<file path="src/rtl/fpmul_pipe.sv">
// fpmul_pipe: 3-stage pipelined floating-point multiplier with valid/ready handshake and sideband tag
// Build option: define FPMUL_RNE_EN for round-to-nearest-even, otherwise truncate toward zero.
// Ports: clk, rst (sync, active-high); in_valid/in_ready, opr_a/opr_b {sign,exp,frac}, in_tag;
//        out_valid/out_ready, result {sign,exp,frac}, out_tag, out_flags {nan,inf,overflow,underflow}.
module fpmul_pipe #(
    parameter int EXP_W = 8,
    parameter int MAN_W = 7,
    parameter int TAG_W = 4
) (
    input  logic                   clk,
    input  logic                   rst,
    input  logic                   in_valid,
    output logic                   in_ready,
    input  logic [EXP_W+MAN_W:0]   opr_a,
    input  logic [EXP_W+MAN_W:0]   opr_b,
    input  logic [TAG_W-1:0]       in_tag,
    output logic                   out_valid,
    input  logic                   out_ready,
    output logic [EXP_W+MAN_W:0]   result,
    output logic [TAG_W-1:0]       out_tag,
    output logic [3:0]             out_flags
);
    localparam int W = 1 + EXP_W + MAN_W;
    localparam int P = 2 * MAN_W + 2;
    localparam int XW = EXP_W + 2;
    localparam int BIAS = 2 ** (EXP_W - 1) - 1;
`ifdef FPMUL_RNE_EN
    localparam int KW = P;
`else
    localparam int KW = MAN_W + 2;
`endif
    localparam logic [1:0] SP_NORM = 2'd0, SP_ZERO = 2'd1, SP_INF = 2'd2, SP_NAN = 2'd3;
    localparam logic [EXP_W-1:0] EMAX = '1;
    localparam logic [W-1:0] QNAN = {1'b0, EMAX, 1'b1, {(MAN_W-1){1'b0}}};

    logic advance;
    assign advance = ~out_valid | out_ready;
    assign in_ready = advance;

    logic sa, sb;
    logic [EXP_W-1:0] ea, eb;
    logic [MAN_W-1:0] fa, fb;
    logic za, zb, ia, ib, na, nb;
    logic [1:0] sp_in;
    logic signed [XW-1:0] exp_in;
    assign {sa, ea, fa} = opr_a;
    assign {sb, eb, fb} = opr_b;
    assign za = ea == '0;
    assign zb = eb == '0;
    assign ia = ea == EMAX && fa == '0;
    assign ib = eb == EMAX && fb == '0;
    assign na = ea == EMAX && fa != '0;
    assign nb = eb == EMAX && fb != '0;
    assign sp_in = (na | nb | (ia & zb) | (za & ib)) ? SP_NAN : (ia | ib) ? SP_INF : (za | zb) ? SP_ZERO : SP_NORM;
    assign exp_in = {2'b00, ea} + {2'b00, eb} - XW'(BIAS);

    logic v1, v2, sg1, sg2;
    logic [TAG_W-1:0] tag1, tag2;
    logic signed [XW-1:0] ex1, ex2;
    logic [MAN_W:0] ma1, mb1;
    logic [1:0] sp1, sp2;
    logic [P-1:0] mul;
    logic [KW-1:0] prod2;
    assign mul = {{(MAN_W+1){1'b0}}, ma1} * {{(MAN_W+1){1'b0}}, mb1};

    // Product lies in [1,4): the top bit selects a one-place renormalisation.
    logic hi, ovf, unf;
    logic [MAN_W-1:0] fr_t, fr_f;
    logic signed [XW-1:0] ex_n, ex_f;
    logic [W-1:0] res_n;
    logic [3:0] fl_n;
    assign hi = prod2[KW-1];
    assign fr_t = hi ? prod2[KW-2 -: MAN_W] : prod2[KW-3 -: MAN_W];
    assign ex_n = ex2 + XW'(hi);
`ifdef FPMUL_RNE_EN
    logic g, st, rnd;
    logic [MAN_W:0] fr_r;
    assign g = hi ? prod2[KW-2-MAN_W] : prod2[KW-3-MAN_W];
    assign st = hi ? |prod2[KW-3-MAN_W:0] : |prod2[KW-4-MAN_W:0];
    assign rnd = g & (st | fr_t[0]);
    assign fr_r = {1'b0, fr_t} + (MAN_W+1)'(rnd);
    // A carry out of the fraction leaves it all-zero and bumps the exponent.
    assign ex_f = ex_n + XW'(fr_r[MAN_W]);
    assign fr_f = fr_r[MAN_W-1:0];
`else
    assign ex_f = ex_n;
    assign fr_f = fr_t;
`endif
    assign ovf = ex_f >= (2 ** EXP_W - 1);
    assign unf = ex_f <= 0;
    assign res_n = sp2 == SP_NAN ? QNAN :
                   (sp2 == SP_INF || (sp2 == SP_NORM && ovf)) ? {sg2, EMAX, {MAN_W{1'b0}}} :
                   (sp2 == SP_ZERO || unf) ? {sg2, {(W-1){1'b0}}} : {sg2, ex_f[EXP_W-1:0], fr_f};
    assign fl_n = {sp2 == SP_NAN, sp2 == SP_INF, sp2 == SP_NORM && ovf, sp2 == SP_NORM && !ovf && unf};

    always_ff @(posedge clk) begin
        if (rst) begin
            v1 <= 1'b0;
            v2 <= 1'b0;
            out_valid <= 1'b0;
            result <= '0;
            out_tag <= '0;
            out_flags <= '0;
        end else if (advance) begin
            v1 <= in_valid;
            tag1 <= in_tag;
            sg1 <= sa ^ sb;
            ex1 <= exp_in;
            ma1 <= {1'b1, fa};
            mb1 <= {1'b1, fb};
            sp1 <= sp_in;
            v2 <= v1;
            tag2 <= tag1;
            sg2 <= sg1;
            ex2 <= ex1;
            sp2 <= sp1;
            prod2 <= KW'(mul >> (P - KW));
            out_valid <= v2;
            result <= res_n;
            out_tag <= tag2;
            out_flags <= fl_n;
        end
    end
endmodule
</file>
<file path="config.mk">
export PLATFORM = sky130hd
export DESIGN_NAME = fpmul_pipe
export DESIGN_NICKNAME = d
export VERILOG_FILES = /design/src/rtl/fpmul_pipe.sv
export SDC_FILE = /design/constraint.sdc
export NUM_CORES = 1
export LEC_CHECK = 0
export ABC_AREA = 0
export CAP_MARGIN = 25
export CORE_MARGIN = 1
export CORE_UTILIZATION = 50
export CTS_CLUSTER_DIAMETER = 50
export DETAILED_ROUTE_END_ITERATION = 10
export GPL_ROUTABILITY_DRIVEN = 1
export PLACE_DENSITY = 0.8
export SLEW_MARGIN = 20
export SYNTH_ARGS = -nofsm -noshare
export SYNTH_HDL_FRONTEND = slang
export SYNTH_SLANG_ARGS = --single-unit
</file>
<file path="constraint.sdc">
create_clock -name clk -period 5.9 [get_ports clk]
set_clock_uncertainty 0.15 [all_clocks]
set_input_delay 0.59 -clock clk [delete_from_list [all_inputs] [get_ports clk]]
set_output_delay 0.59 -clock clk [all_outputs]
set_load 0.02 [all_outputs]
</file>
==> impl_metrics.ini, run 1 <==
[timing]
final-setup-viol-count = 0
slew_headroom = 0.585
fin_ws_ns = 1.01
hold_viol = 0
fmax_ghz = 0.204
period_needed_ns = 4.89
fin_tns_setup_ns = 0
report.final.slew_viol_count = 0
tightest_slew_ns = 0.621
rsz0062_at_grt = no
fin_crit_sh = 0.830

[route]
drc = 0
wl_per_cell_um = 14.1
drt_wl_total_mm = 10.2
via_count = 3842
ant_nets = 0
drtPass1Iterations = 4
vias_per_cell = 5.31
drt_iter0_markers = 135

[clocking]
cts_setup_buffers = 0
clock_path_buffers = 2
clkSlewWorstSetupHoldPaths_ns = 0.08
cts_sinks = 84
h-tree-depth = 3
insertion_delay_ns = 0.36
root_buffer = clkbuf_8
post_cts_resized = 0
numCtsBuffers = 9
cts_tree = yes
hold_buffers = 0

[floorplanning]
coreArea_mm2 = 0.0105
die_area_mm2 = 0.0114
start_util = 0.523
die_x_um = 107
io_pins = 66
die_h_um = 107
num_rows = 37

[yosys]
synth_flop_cell = edfxtp_1
ys_seq_elements = 84
synth_cell_types = 52
yosysWarnings = 0
syn_area_mm2 = 0.00549
synth_top_cell_area_share = 0.312
synth_top_cells_by_area = edfxtp_1 (31%), fa_1 (13%), ha_1 (11%), dfxtp_1 (9.8%), inv_1 (5.0%)
synth-seq-area-share = 0.410
netlist_instances = 513
syn-num-nets = 638
yosysTopAreaCell = edfxtp_1
synth_edf_count = 57
avgSynthCellArea_um2 = 10.7
synthArstFlopShare = 0

[worst_setup_path]
crit_path_max_fanout = 8
timing_worst_setup_path_type = reg2reg
required_ns = 5.86
startpoint_type = flip-flop
end_kind = flip-flop
arrival_ns = 4.85

[pwr]
cellLeakagePower_uw = 0.00275
p_clk_frac = 0.219
p_comb_frac = 0.377
irDropWorstVdd_uv = 170
p_seq_frac = 0.404
intPower_uw = 1330
powerDensity_mw_per_mm2 = 302
swShare = 0.326
switchingPower_uw = 643

[run]
drv_cap = 0

[placement]
pre_cts_slack_ns = 0.997
dp_cells = 707
gp_congestion = 0.839
port_buffers = 65
dp_hpwl_mm = 8.19

[final_layout]
fin_cells = 723
nNetsFinal = 707
insertedDiodeCount = 0
drive_gt1_frac = 0.0426
utilization = 0.622
syn2layout_area_growth_pct = 19.0

[grt]
antenna_found_initial = 0
grt_max_degree = 40
grt_pass1_wl_mm = 17.2
grt_usage = 0.192
grt_pass1_vias = 3875
overflow = 0

[worst_hold_path]
hold_path_class = reg2reg

[run_status]
status = completed
[metrics by stage]
step | power, µW | hold slack [ns] | instance area (µm²)
4_1_cts | 2000 | 0.262 | 6540
6_report | 1970 | 0.261 | 6540
3_3_place_gp | 1530 | 0.255 | 6290
3_5_place_dp | 1560 | 0.255 | 6310
2_1_floorplan | 1370 | 0.250 | 5490
5_1_grt | 2130 | 0.267 | 6540
[area by class of cell]
| class | count | area, µm² |
|---|---|---|
| fillers | 842 | 3970 |
| multi-input cells | 346 | 2930 |
| flip-flops and latches | 84 | 2250 |
| repair buffers | 68 | 686 |
| inverters | 73 | 274 |
| clock buffers | 13 | 203 |
| well taps | 136 | 170 |
| clock inverters | 3 | 22.5 |
[cell families (layout without fill, tap and decap cells)]
family                     after synthesis  count (layout)  synth area share
muxes                                    8               8            0.0148
and+or+nand+nor                        159             159             0.153
buffers and inverters                   83             157            0.0569
DFF                                     84              84             0.410
adders and majority gates               85              85             0.243
AOI/OAI and AO/OA                       71              71            0.0854
xor gates and xnor gates                23              23            0.0367
[cell usage after synthesis, drive strengths merged (5+ instances only)]
| cell type | count |
|---|---|
| nand3 | 12 |
| nor2 | 30 |
| o31ai | 8 |
| a211oi | 5 |
| a21oi | 23 |
| nand2 | 35 |
| clkbuf | 8 |
| xnor2 | 15 |
| nand4 | 8 |
| fa | 36 |
| edfxtp | 57 |
| nor4 | 10 |
| and2 | 27 |
| nand3b | 7 |
| nor2b | 6 |
| inv | 73 |
| mux2i | 7 |
| dfxtp | 27 |
| o21ai | 8 |
| ha | 49 |
| xor2 | 8 |
[registers in the layout (all words and copies together), names as in the netlist]
register   cells
ex1           10
ex2           10
ma1            7
mb1            7
out_flags      4
out_tag        4
out_valid      1
prod2          9
result        16
sg1            1
sg2            1
sp1            2
sp2            2
tag1           4
tag2           4
v1             1
v2             1
[worst max-delay path, cell delays in order (launching register included)]
cell	delay (ns)
edfxtp_1	0.52
and2_1	0.21
fa_1	0.50
inv_1	0.06
fa_1	0.53
inv_1	0.06
fa_1	0.52
inv_1	0.05
fa_1	0.52
inv_1	0.04
ha_1	0.31
o21ai_0	0.10
a21oi_1	0.29
a31oi_1	0.15
o31ai_1	0.35
a21oi_1	0.14
xnor2_1	0.14
[power groups by stage]
stage          Clock [µW]  Sequential, µW  Combinational, µW
5_1_grt               464             807                856
4_1_cts               447             799                754
2_1_floorplan           0             807                559
6_report              431             798                745
3_3_place_gp            0             809                723
3_5_place_dp            0             812                748
[placed cells by master (no fill, tap or decap), types with 7 or more instances in the layout]
cell type,n
nor4_1,10
o31ai_1,7
nand2_1,35
clkdlybuf4s50_1,65
nand4_1,8
dfxtp_1,27
inv_1,72
nor2_1,30
nand3_1,11
a21oi_1,23
xnor2_1,15
edfxtp_1,57
ha_1,49
nand3b_1,7
mux2i_1,7
o21ai_0,8
and2_1,27
fa_1,36
clkbuf_8,9
xor2_1,8
[path summary, 6_finish.rpt]
path	from	endpoint	slack (ns)	cells past startpoint
hold reg to reg	ex1[3]	ex2[3]	0.26	0
setup reg to reg	mb1[6]	prod2[7]	1.01	16
setup / recovery	mb1[6]	prod2[7]	1.01	16
hold / removal	ex1[3]	ex2[3]	0.26	0
[routing by layer]
| metal | part of all wire | global-route usage |
|---|---|---|
| met1 | 0.47 | 0.231 |
| met2 | 0.47 | 0.338 |
| met3 | 0.046 | 0.0426 |
| met4 | 0.014 | 0.0646 |
| met5 | 0 | 0 |
Power figures use the tool's default switching activity.
==> run 2: changes to the inputs <==
- clock period: 5.9 -> 5.1 ns (I/O delays scaled with it)
==> impl_metrics.ini, run 2 (synthesis results as in run 1) <==
[final_layout]
regMostFlops = result
syn2layout_area_growth_pct = 18.7
final_cell_mix = inv_1 (72), clkdlybuf4s50_1 (65), edfxtp_1 (57)
top_regs = result (16), ex1 (10), ex2 (10)
insertedDiodeCount = 0
largest_reg_flops = 16
final_common_cell = inv_1
drive_gt1_frac = 0.0508
nNetsFinal = 711

[route]
vias_per_cell = 5.31
drt_iter0_markers = 172
drtPass1Iterations = 4
via_count = 3864
drc = 0
ant_nets = 0
wl_per_cell_um = 14.4
drt_wl_total_mm = 10.5

[floorplanning]
die_x_um = 107
coreArea_mm2 = 0.0105
num_rows = 37
io_pins = 66
die_area_mm2 = 0.0114
start_util = 0.523
die_h_um = 107

[clocking]
cts_sinks = 84
clock_path_buffers = 2
hold_buffers = 0
cts_setup_buffers = 0
clkSlewWorstSetupHoldPaths_ns = 0.10
root_buffer = clkbuf_8
insertion_delay_ns = 0.36
h-tree-depth = 3
numCtsBuffers = 9
cts_tree = yes
post_cts_resized = 0

[run]
drv_cap = 0

[pwr]
powerDensity_mw_per_mm2 = 346
cellLeakagePower_uw = 0.00275
irDropWorstVdd_uv = 183

[grt]
grt_max_degree = 35
grt_pass1_wl_mm = 17.6
grt_pass1_vias = 3855
antenna_found_initial = 0
grt_usage = 0.198
overflow = 0

[worst_hold_path]
hold_path_class = reg2reg

[placement]
gp_congestion = 0.863
pre_cts_slack_ns = 0.214
port_buffers = 65
dp_hpwl_mm = 8.34

[worst_setup_path]
arrival_ns = 4.84
crit_path_max_fanout = 5
required_ns = 5.08
startpoint_type = flip-flop
end_kind = flip-flop
timing_worst_setup_path_type = reg2reg

[timing]
final-setup-viol-count = 0
slew_headroom = 0.566
tightest_slew_ns = 0.650
fin_tns_setup_ns = 0
fin_crit_sh = 0.953
report.final.slew_viol_count = 0
hold_viol = 0
fin_ws_ns = 0.239
fmax_ghz = 0.206
rsz0062_at_grt = no
period_needed_ns = 4.86

[run_status]
status = completed
==> run 2: path summary, 6_finish.rpt <==
kind                            startpoint        to  slack (ns)  cells after the start
worst max-delay path                mb1[4]  prod2[7]        0.24                     17
worst min-delay path                ex1[5]    ex2[5]        0.27                      0
worst max register to register      mb1[4]  prod2[7]        0.24                     17
worst min register to register      ex1[5]    ex2[5]        0.27                      0
==> run 2: area by class of cell <==
| type | count | area, µm² |
|---|---|---|
| clock buffers | 10 | 149 |
| clock inverters | 6 | 42.5 |
| fillers | 866 | 3990 |
| inverters | 73 | 274 |
| multi-input cells | 346 | 2930 |
| flip-flops and latches | 84 | 2250 |
| well taps | 136 | 170 |
| repair buffers | 72 | 707 |
==> run 2: critical path, stage by stage, from the launching register on <==
cell and delay, ns:
edfxtp_1 0.45, inv_1 0.19, nor2_1 0.09, fa_1 0.55
inv_1 0.05, fa_1 0.47, inv_1 0.05, fa_1 0.52
inv_1 0.05, fa_1 0.53, inv_1 0.05, ha_1 0.31
o21ai_0 0.09, a21oi_1 0.29, a31oi_1 0.16, o31ai_1 0.37
a21oi_1 0.14, xnor2_1 0.13
==> run 2: power by group <==
part / leakage (µW) / switching (µW) / internal, µW
Clock: 0.0000939 / 248 / 209
Sequential: 0.000782 / 59.9 / 861
Combinational: 0.00187 / 463 / 417
Total: 0.00275 / 770 / 1490
==> run 2: per-layer routing <==
metal,track usage,part of all wire,wire [µm],vias up
met5,0,0,0,-
met4,0.0675,0.013,138,0
met3,0.0377,0.041,435,13
met2,0.343,0.49,5100,100
met1,0.247,0.46,4820,1829
li1,-,-,-,1922
==> run 2: through the flow <==
stage	hold WS, ns	total power, µW	instance area, µm²	util	cells
global route	0.275	2440	6520	0.621	727
floorplan	0.250	1580	5490	-	513
detailed placement	0.255	1810	6320	0.601	710
finish	0.272	2260	6520	0.621	727
CTS	0.274	2280	6510	0.620	726
global placement	0.252	1780	6320	0.601	710
==> run 3: changes to the inputs <==
- CORE_UTILIZATION: 50 -> 57
- PLACE_DENSITY: 0.8 -> 0.88
- SETUP_SLACK_MARGIN: default -> 0.3
==> impl_metrics.ini, run 3 (synthesis results as in run 1) <==
[floorplanning]
io_pins = 66
die_x_um = 100
num_rows = 35
start_util = 0.592
die_h_um = 100
die_area_mm2 = 0.0100
coreArea_mm2 = 0.00928

[clocking]
root_buffer = clkbuf_8
numCtsBuffers = 9
clkSlewWorstSetupHoldPaths_ns = 0.09
cts_sinks = 84
insertion_delay_ns = 0.36
clock_path_buffers = 2
cts_tree = yes
h-tree-depth = 3

[grt]
overflow = 0
antenna_found_initial = 0
grt_max_degree = 41
grt_pass1_vias = 4117
grt_usage = 0.237
grt_pass1_wl_mm = 18.4

[timing]
period_needed_ns = 4.69
rsz0062_at_grt = no
report.final.slew_viol_count = 0
fin_tns_setup_ns = 0
fmax_ghz = 0.213
hold_viol = 0
tightest_slew_ns = 0.510
fin_crit_sh = 0.919
slew_headroom = 0.654
hold-worst-slack_ns = 0.269
final-setup-viol-count = 0
fin_ws_ns = 0.414

[final_layout]
drive_gt1_frac = 0.0979
largest_reg_flops = 16
final_common_cell = inv_1
nFillCells = 664
utilization = 0.726
syn2layout_area_growth_pct = 22.7
insertedDiodeCount = 0
nNetsFinal = 733
final_cell_mix = inv_1 (69), clkdlybuf4s50_1 (65), edfxtp_1 (57)
top_regs = result (16), ex1 (10), ex2 (10)
regMostFlops = result

[route]
drc = 0
drtPass1Iterations = 5
via_count = 4037
vias_per_cell = 5.44
ant_nets = 0
drt_wl_total_mm = 11.3
wl_per_cell_um = 15.2
drt_iter0_markers = 101

[pwr]
p_clk_frac = 0.204
swShare = 0.346
switchingPower_uw = 835
p_comb_frac = 0.415
cellLeakagePower_uw = 0.00287
irDropWorstVdd_uv = 210
powerDensity_mw_per_mm2 = 358
intPower_uw = 1580
p_seq_frac = 0.381

[worst_setup_path]
required_ns = 5.07
end_kind = flip-flop
arrival_ns = 4.65
crit_path_max_fanout = 4
timing_worst_setup_path_type = reg2reg
startpoint_type = flip-flop

[run]
drv_cap = 0

[placement]
pre_cts_slack_ns = 0.162
dp_hpwl_mm = 8.72
port_buffers = 65
gp_congestion = 0.882

[run_status]
status = completed

[worst_hold_path]
hold_path_class = reg2reg
run 3: timing repair:
| item | 4_1_cts | 5_1_grt |
|---|---|---|
| resized for setup | 2 | 7 |
| endpoints found under the setup margin | 2 | 5 |
| setup buffers | 2 | 21 |
| hold buffers | 0 | 0 |
| pin swaps | 0 | 8 |
run 3: worst max-delay path, stage by stage, from the launching register on:
cell and delay (ns):
edfxtp_1 0.44, buf_4 0.18, and2_1 0.14, fa_1 0.52, fa_1 0.44, fa_1 0.54, inv_1 0.05, fa_1 0.53
inv_1 0.05, ha_1 0.23, nor3_1 0.20, o211ai_1 0.22, a31o_2 0.31, a21oi_2 0.18, o21ai_0 0.13, xnor2_1 0.13
run 3: power by group through the flow:
stage / sequential [µW] / combinational, µW / clock, µW
floorplan: 934 / 647 / 0
global placement: 933 / 837 / 0
detailed placement: 938 / 882 / 0
CTS: 922 / 906 / 502
global route: 931 / 1130 / 527
finish: 920 / 1000 / 492
run 3: through the flow:
step,std cells,cell area [µm²],total power (µW)
final,742,6740,2410
after global placement,702,6300,1770
after detailed placement,703,6320,1820
after global routing,742,6740,2590
after CTS,721,6560,2330
after floorplan,513,5490,1580
run 3: routing by layer:
| metal | wire, µm | track usage | vias up |
|---|---|---|---|
| li1 | - | - | 1962 |
| met1 | 4860 | 0.278 | 1929 |
| met2 | 5670 | 0.428 | 127 |
| met3 | 551 | 0.0481 | 19 |
| met4 | 171 | 0.0903 | 0 |
| met5 | 0 | 0 | - |
run 3: path summary, 6_finish.rpt:
kind	from	to	slack (ns)	depth (start not counted)
min reg2reg	sp1[1]	sp2[1]	0.27	0
max	ma1[5]	prod2[8]	0.41	15
max reg2reg	ma1[5]	prod2[8]	0.41	15
min	sp1[1]	sp2[1]	0.27	0
run 3: area by class of cell:
class | instances | area, µm² | area share
Multi-Input combinational cell | 346 | 2960 | 0.439
Tap cell | 129 | 161 | 0.0239
Clock inverter | 5 | 38.8 | 0.00575
Sequential cell | 84 | 2250 | 0.334
Inverter | 73 | 274 | 0.0407
Clock buffer | 11 | 174 | 0.0258
Timing Repair Buffer | 94 | 881 | 0.131
==> variant 1: new RTL, config.mk and constraints of run 2 <==
Build with the macro `FPMUL_RNE_EN` defined.
--- a/src/rtl/fpmul_pipe.sv
+++ b/src/rtl/fpmul_pipe.sv
@@ -2,6 +2,8 @@
 // Build option: define FPMUL_RNE_EN for round-to-nearest-even, otherwise truncate toward zero.
 // Ports: clk, rst (sync, active-high); in_valid/in_ready, opr_a/opr_b {sign,exp,frac}, in_tag;
 //        out_valid/out_ready, result {sign,exp,frac}, out_tag, out_flags {nan,inf,overflow,underflow}.
+`define FPMUL_RNE_EN
+
 module fpmul_pipe #(
     parameter int EXP_W = 8,
     parameter int MAN_W = 7,
Behaviour: not the same (Yosys sat finds a counterexample within 4 cycles, from zero or initial values and one cycle with rst high).
==> variant 1 against run 2 <==
Sequential cell count grew 7. Design area grew 11%. Clock power grew 46%. Power grew 21%. Area after synthesis grew 13%. Global-route usage shrank 1.0 points. Fmax grew 2.1%. Non-clock buffer count shrank 3. Setup slack gained 99 ps. Final cell count grew 10%. Via count grew 9.5%. Critical endpoint is now prod2[15]$_DFFE_PP_. Critical path type unchanged. Wire length grew 5.4%.
==> variant 1: results (changes against run 2) <==
| Metric | Value |
|---|---|
| Result of the run | `complete, no violations` |
| Number of flops mapped to enable cells by yosys | `64 (+12%)` |
| Final GP Congestion | `0.813 (-5.8%)` |
| Path depth of the worst reg2reg path | `14 (-3)` |
| Overall routed net length | `11,100 um (+5.4%)` |
| Max FO, Critical Path | `8 (+3)` |
| Vias in the first global route | `4,246 (+10%)` |
| Number of buffers on the longest clock path | `2 (unchanged)` |
| Initial DRC Count | `206 (+20%)` |
| TritonRoute pass-1 iters | `7 (+3)` |
| Share of the synthesized area in the top cell type | `31.1% (-0.062 points)` |
| Startpoint of the worst register-to-register path | `ma1[4]$_DFFE_PP_` |
| CP arrival | `4700 ps (-140 ps)` |
| Post-placement cell area | `6950 sq um (+9.9%)` |
| Static Leak | `3.02 nW (+9.9%)` |
| Post-synth top cells | `77 x inv_1, 64 x edfxtp_1, 52 x ha_1` |
| Detail-routed via count per cell | `5.28 (-0.62%)` |
| Top post-synthesis cells by area | `edfxtp_1 31%, fa_1 12%, ha_1 11%` |
| Clock root buffer master | `clkbuf_16` |
| Worst flop-to-flop path endpoint | `prod2[15]$_DFFE_PP_` |
| Fraction of final layout cells with drive strength greater than 1 | `4.28% (-0.79 points)` |
| Global-route total usage across every layer | `18.8% (-1.0 points)` |
| Largest voltage drop on the vdd net | `209 uV (+15%)` |
| Reg-to-reg setup timing slack | `340 ps (+100 ps)` |
| Distinct cell type count after synthesis | `57 (+9.6%)` |
| Post-CTS clock slew at the launch and capture registers of the worst setup and hold paths | `60 ps (-40 ps)` |
| Global-route wire length before repair | `19,000 um (+8.3%)` |
| Worst slack at placement | `349 ps (+135 ps)` |
| Final nets | `779 (+9.6%)` |
variant 1: cell types whose count changed in the layout (fill, tap and decap cells not counted), sizes merged, moves of 5 or more:
cell and delta:
o41ai +8, xnor2 +7, o31ai -7, nor2 +9
and2 +9, inv +5, nand2b +6, nand2 +9
edfxtp +7
variant 1: kinds of logic (layout without fill, tap and decap cells):
group / after synthesis / count (layout) / share of synthesized area [%]
multiplexers: 6 / 6 / 0.972
AO/OA/AOI/OAI: 86 / 86 / 9.56
buffers and inverters: 95 / 163 / 6.50
adder cells (fa/ha/maj): 90 / 90 / 22.8
AND/OR/NAND/NOR: 188 / 188 / 16.0
XOR/XNOR: 30 / 30 / 4.25
flip-flops: 91 / 91 / 39.8
variant 1: area by class of cell:
class	instances	area, sq um
clock buffer	11	254
clock inverter	5	48.8
sequential	91	2460
multi-input combinational	400	3330
fill	969	4760
inverter	78	293
timing repair buffer	69	681
tap	147	184
variant 1: worst max-delay path, cell delays in order (launching register included):
cell,delay (ps)
edfxtp_1,520
and2_1,210
fa_1,560
fa_1,440
fa_1,560
inv_1,60
fa_1,530
inv_1,40
ha_1,320
o21a_1,210
o21ai_0,190
o21bai_1,170
a21oi_1,120
o41ai_1,320
xnor2_1,100
variant 1: where the power goes:
group | switching (mW) | internal [mW] | leakage (nW)
Combinational | 0.529 | 0.482 | 2.02
Sequential | 0.104 | 0.950 | 0.851
Clock | 0.294 | 0.370 | 0.149
variant 1: how the worst max path moves through the flow:
stage | from | endpoint | slack [ps] | depth (start not counted)
CTS | ma1[4]$_DFFE_PP_ | prod2[15]$_DFFE_PP_ | 340 | 14
detailed placement | ma1[5]$_DFFE_PP_ | prod2[14]$_DFFE_PP_ | 350 | 15
floorplan | mb1[4]$_DFFE_PP_ | prod2[15]$_DFFE_PP_ | 600 | 14
global placement | mb1[4]$_DFFE_PP_ | prod2[15]$_DFFE_PP_ | 440 | 14
finish | ma1[4]$_DFFE_PP_ | prod2[15]$_DFFE_PP_ | 340 | 14
global route | ma1[5]$_DFFE_PP_ | prod2[15]$_DFFE_PP_ | 60 | 15
variant 1: layer usage:
metal  GRT usage (%)  routed length, um  vias to the layer above
met5               0                  0                        -
met2            32.5               5260                      103
met1            23.8               5210                     1973
met4            7.37                183                        0
li1                -                  -                     2143
met3            2.68                404                       12
variant 1: stage by stage:
step	util [%]	hold slack [ps]	std cells	total power, mW
after floorplan	-	250	586	1.82
after global placement	57.8	252	785	2.02
after detailed placement	57.8	255	785	2.08
after CTS	60.3	268	801	2.76
after global routing	60.3	273	801	2.94
final	60.3	267	801	2.73
==> variant 2: new RTL, flow settings as in run 2 <==
Made on the original files. Put one more register stage on the output `out_flags`, cleared by the reset. The value now appears one clock later. The other outputs are not delayed to match.
--- a/src/rtl/fpmul_pipe.sv
+++ b/src/rtl/fpmul_pipe.sv
@@ -32,6 +32,8 @@
     localparam logic [1:0] SP_NORM = 2'd0, SP_ZERO = 2'd1, SP_INF = 2'd2, SP_NAN = 2'd3;
     localparam logic [EXP_W-1:0] EMAX = '1;
     localparam logic [W-1:0] QNAN = {1'b0, EMAX, 1'b1, {(MAN_W-1){1'b0}}};
+
+    logic [3:0] out_flags_s0;
 
     logic advance;
     assign advance = ~out_valid | out_ready;
@@ -100,7 +102,7 @@
             out_valid <= 1'b0;
             result <= '0;
             out_tag <= '0;
-            out_flags <= '0;
+            out_flags_s0 <= '0;
         end else if (advance) begin
             v1 <= in_valid;
             tag1 <= in_tag;
@@ -118,7 +120,15 @@
             out_valid <= v2;
             result <= res_n;
             out_tag <= tag2;
-            out_flags <= fl_n;
+            out_flags_s0 <= fl_n;
         end
     end
+    always_ff @(posedge clk) begin
+        if (rst) begin
+            out_flags <= '0;
+        end else begin
+            out_flags <= out_flags_s0;
+        end
+    end
+
 endmodule
Formal check against the unedited RTL: not equivalent (Yosys sat finds a counterexample within 4 cycles, from zero or initial values and one cycle with rst high).
==> variant 2 against run 2 <==
Design area is 3.0% higher. Sequential cell count rose by 4. Final cell count is 0.69% higher. Setup slack gained 57 ps. Area after synthesis is 3.2% higher. Wire length grew 2.2%. Power rose by 9.3%. Clock power grew 37%. Core utilization is 0.61 points lower. Critical path type unchanged.
==> variant 2: results (changes against run 2) <==
| Metric | Value |
|---|---|
| Path depth of the worst reg2reg path | `16 (-1)` |
| Global-route wire length before repair | `18,100 um (+2.7%)` |
| Highest metal layer used by the detailed router | `met4` |
| Fraction of met2 tracks used by global routing | `35.2% (+0.84 points)` |
| Initial DRC Count | `134 (-22%)` |
| Antenna cell count | `0 (unchanged)` |
| Number of buffers on the longest clock path | `2 (unchanged)` |
| WL per Instance | `14.7 um (+1.5%)` |
| Global-route total usage across every layer | `20.1% (+0.32 points)` |
| Post-synth top cells | `68 x inv_1, 57 x edfxtp_1, 49 x ha_1` |
| Fraction of final layout cells with drive strength greater than 1 | `5.57% (+0.50 points)` |
| Reg-to-reg setup timing slack | `300 ps (+60 ps)` |
| Overall routed net length | `10,700 um (+2.2%)` |
| Met3 usage | `4.10% (+0.33 points)` |
| Total met2 wirelength after detailed routing | `5360 um (+4.9%)` |
| Largest voltage drop on the vdd net | `167 uV (-8.4%)` |
| Maximum cell stage delay along the critical path | `530 ps (-20 ps)` |
| Top post-synthesis cells by area | `edfxtp_1 30%, fa_1 13%, dfxtp_1 11%` |
| Family of cells with the greatest summed delay on the critical path | `adder cells` |
| Routed length on met1 | `4810 um (-0.25%)` |
| Max FO, Critical Path | `7 (+2)` |
| Clock root buffer master | `clkbuf_16` |
| Portion of the post-synthesis area used by sequential elements | `41.1% (+0.13 points)` |
| Largest net degree at the start of global routing | `36 (+2.9%)` |
| Startpoint of the worst setup timing path | `ma1[1]$_DFFE_PP_` |
| Synthesized net count | `646 (+1.3%)` |
| Final worst hold slack | `269 ps (-3.04 ps)` |
| Terminating pin of the worst hold path | `tag2[3]$_DFFE_PP_` |
| Total clock buffers created by CTS | `9 (unchanged)` |
| Mean instance size in the synthesized netlist | `10.9 sq um (+1.6%)` |
| Worst flop-to-flop path endpoint | `prod2[7]$_DFFE_PP_` |
| Startpoint of the worst register-to-register path | `ma1[1]$_DFFE_PP_` |
| Estimated wirelength of the detail-placed design | `8420 um (+0.94%)` |
| Static Leak | `2.82 nW (+2.6%)` |
| Ys async rst share | `0% (unchanged)` |
| Top_reg_cell synth | `edfxtp_1` |
| TritonRoute pass-1 iters | `4 (unchanged)` |
| Placed Instances | `716 (+0.85%)` |
| Distinct cell type count after synthesis | `60 (+15%)` |
| Leading registers by flop count | `result x16, ex1 x10, ex2 x10` |
| Final GP Congestion | `0.858 (-0.60%)` |
| Met1 global-route usage | `24.7% (about the same)` |
| Met3 Routed Length | `421 um (-3.2%)` |
| Hold_sp | `tag1[3]$_DFFE_PP_` |
| Slew Limit Headroom | `38.0% (-19 points)` |
| Number of antenna violations at the first check in global routing | `0 (unchanged)` |
| Vias in the first global route | `3,898 (+1.1%)` |
| Final nets | `712 (+0.14%)` |
| Worst skew pair latency | `340 ps (-20 ps)` |
| Layout fillers | `945 (+9.1%)` |
| Detail-routed via count per cell | `5.33 (+0.37%)` |
| Result of the run | `complete, no violations` |
| CP arrival | `4750 ps (-90 ps)` |
| Post-CTS clock slew at the launch and capture registers of the worst setup and hold paths | `70 ps (-30 ps)` |
-- variant 2: cell count changes after synthesis, moves of 5 or more --
| cell | change |
|---|---|
| a211oi_1 | -5 |
| a32o_1 | +6 |
| buf_6 | +5 |
| inv_1 | -5 |
| nand3_1 | -8 |
| nand3b_1 | -7 |
| nor3_1 | +8 |
| o21ai_0 | +7 |
| o31ai_1 | -6 |
-- variant 2: final cells by class --
type,instances,area share (%)
Clock buffer,10,3.56
Sequential cell,88,34.7
Inverter,69,3.85
Timing Repair Buffer,72,10.5
Clock inverter,6,0.633
Multi-Input combinational cell,347,44.2
Tap cell,140,2.61
-- variant 2: worst register-to-register path: stages (launching register included) --
cell and delay (ps):
edfxtp_1 470, and2_1 220, fa_1 510, inv_1 60, fa_1 530, inv_1 60
fa_1 520, inv_1 50, fa_1 530, inv_1 40, ha_1 310, o21ai_0 120
a21oi_2 220, a31oi_1 130, o31ai_1 360, a21oi_1 140, xnor2_1 140
-- variant 2: where the power goes --
part	internal (mW)	switching (mW)
clock	0.345	0.278
sequential	0.894	0.0614
combinational	0.421	0.468
total	1.66	0.808
-- variant 2: cells by family (layout without fill, tap and decap cells) --
family | Yosys count | in the layout | synth area share [%]
AOI/OAI and AO/OA | 79 | 79 | 9.44
xor gates and xnor gates | 26 | 26 | 4.02
adders and majority gates | 85 | 85 | 23.5
buffers and inverters | 86 | 157 | 6.71
DFF | 88 | 88 | 41.1
muxes | 7 | 7 | 1.24
and+or+nand+nor | 150 | 150 | 13.9
-- variant 2: per-stage QoR --
stage                     instance area, sq um  power, mW  util (%)  setup slack (ps)
after floorplan                           5670       1.64         -               472
after global placement                    6430       1.82      58.8               328
after detailed placement                  6430       1.85      58.8               233
after CTS                                 6720       2.48      61.4               218
after global routing                      6720       2.66      61.5              60.1
final                                     6720       2.47      61.5               296
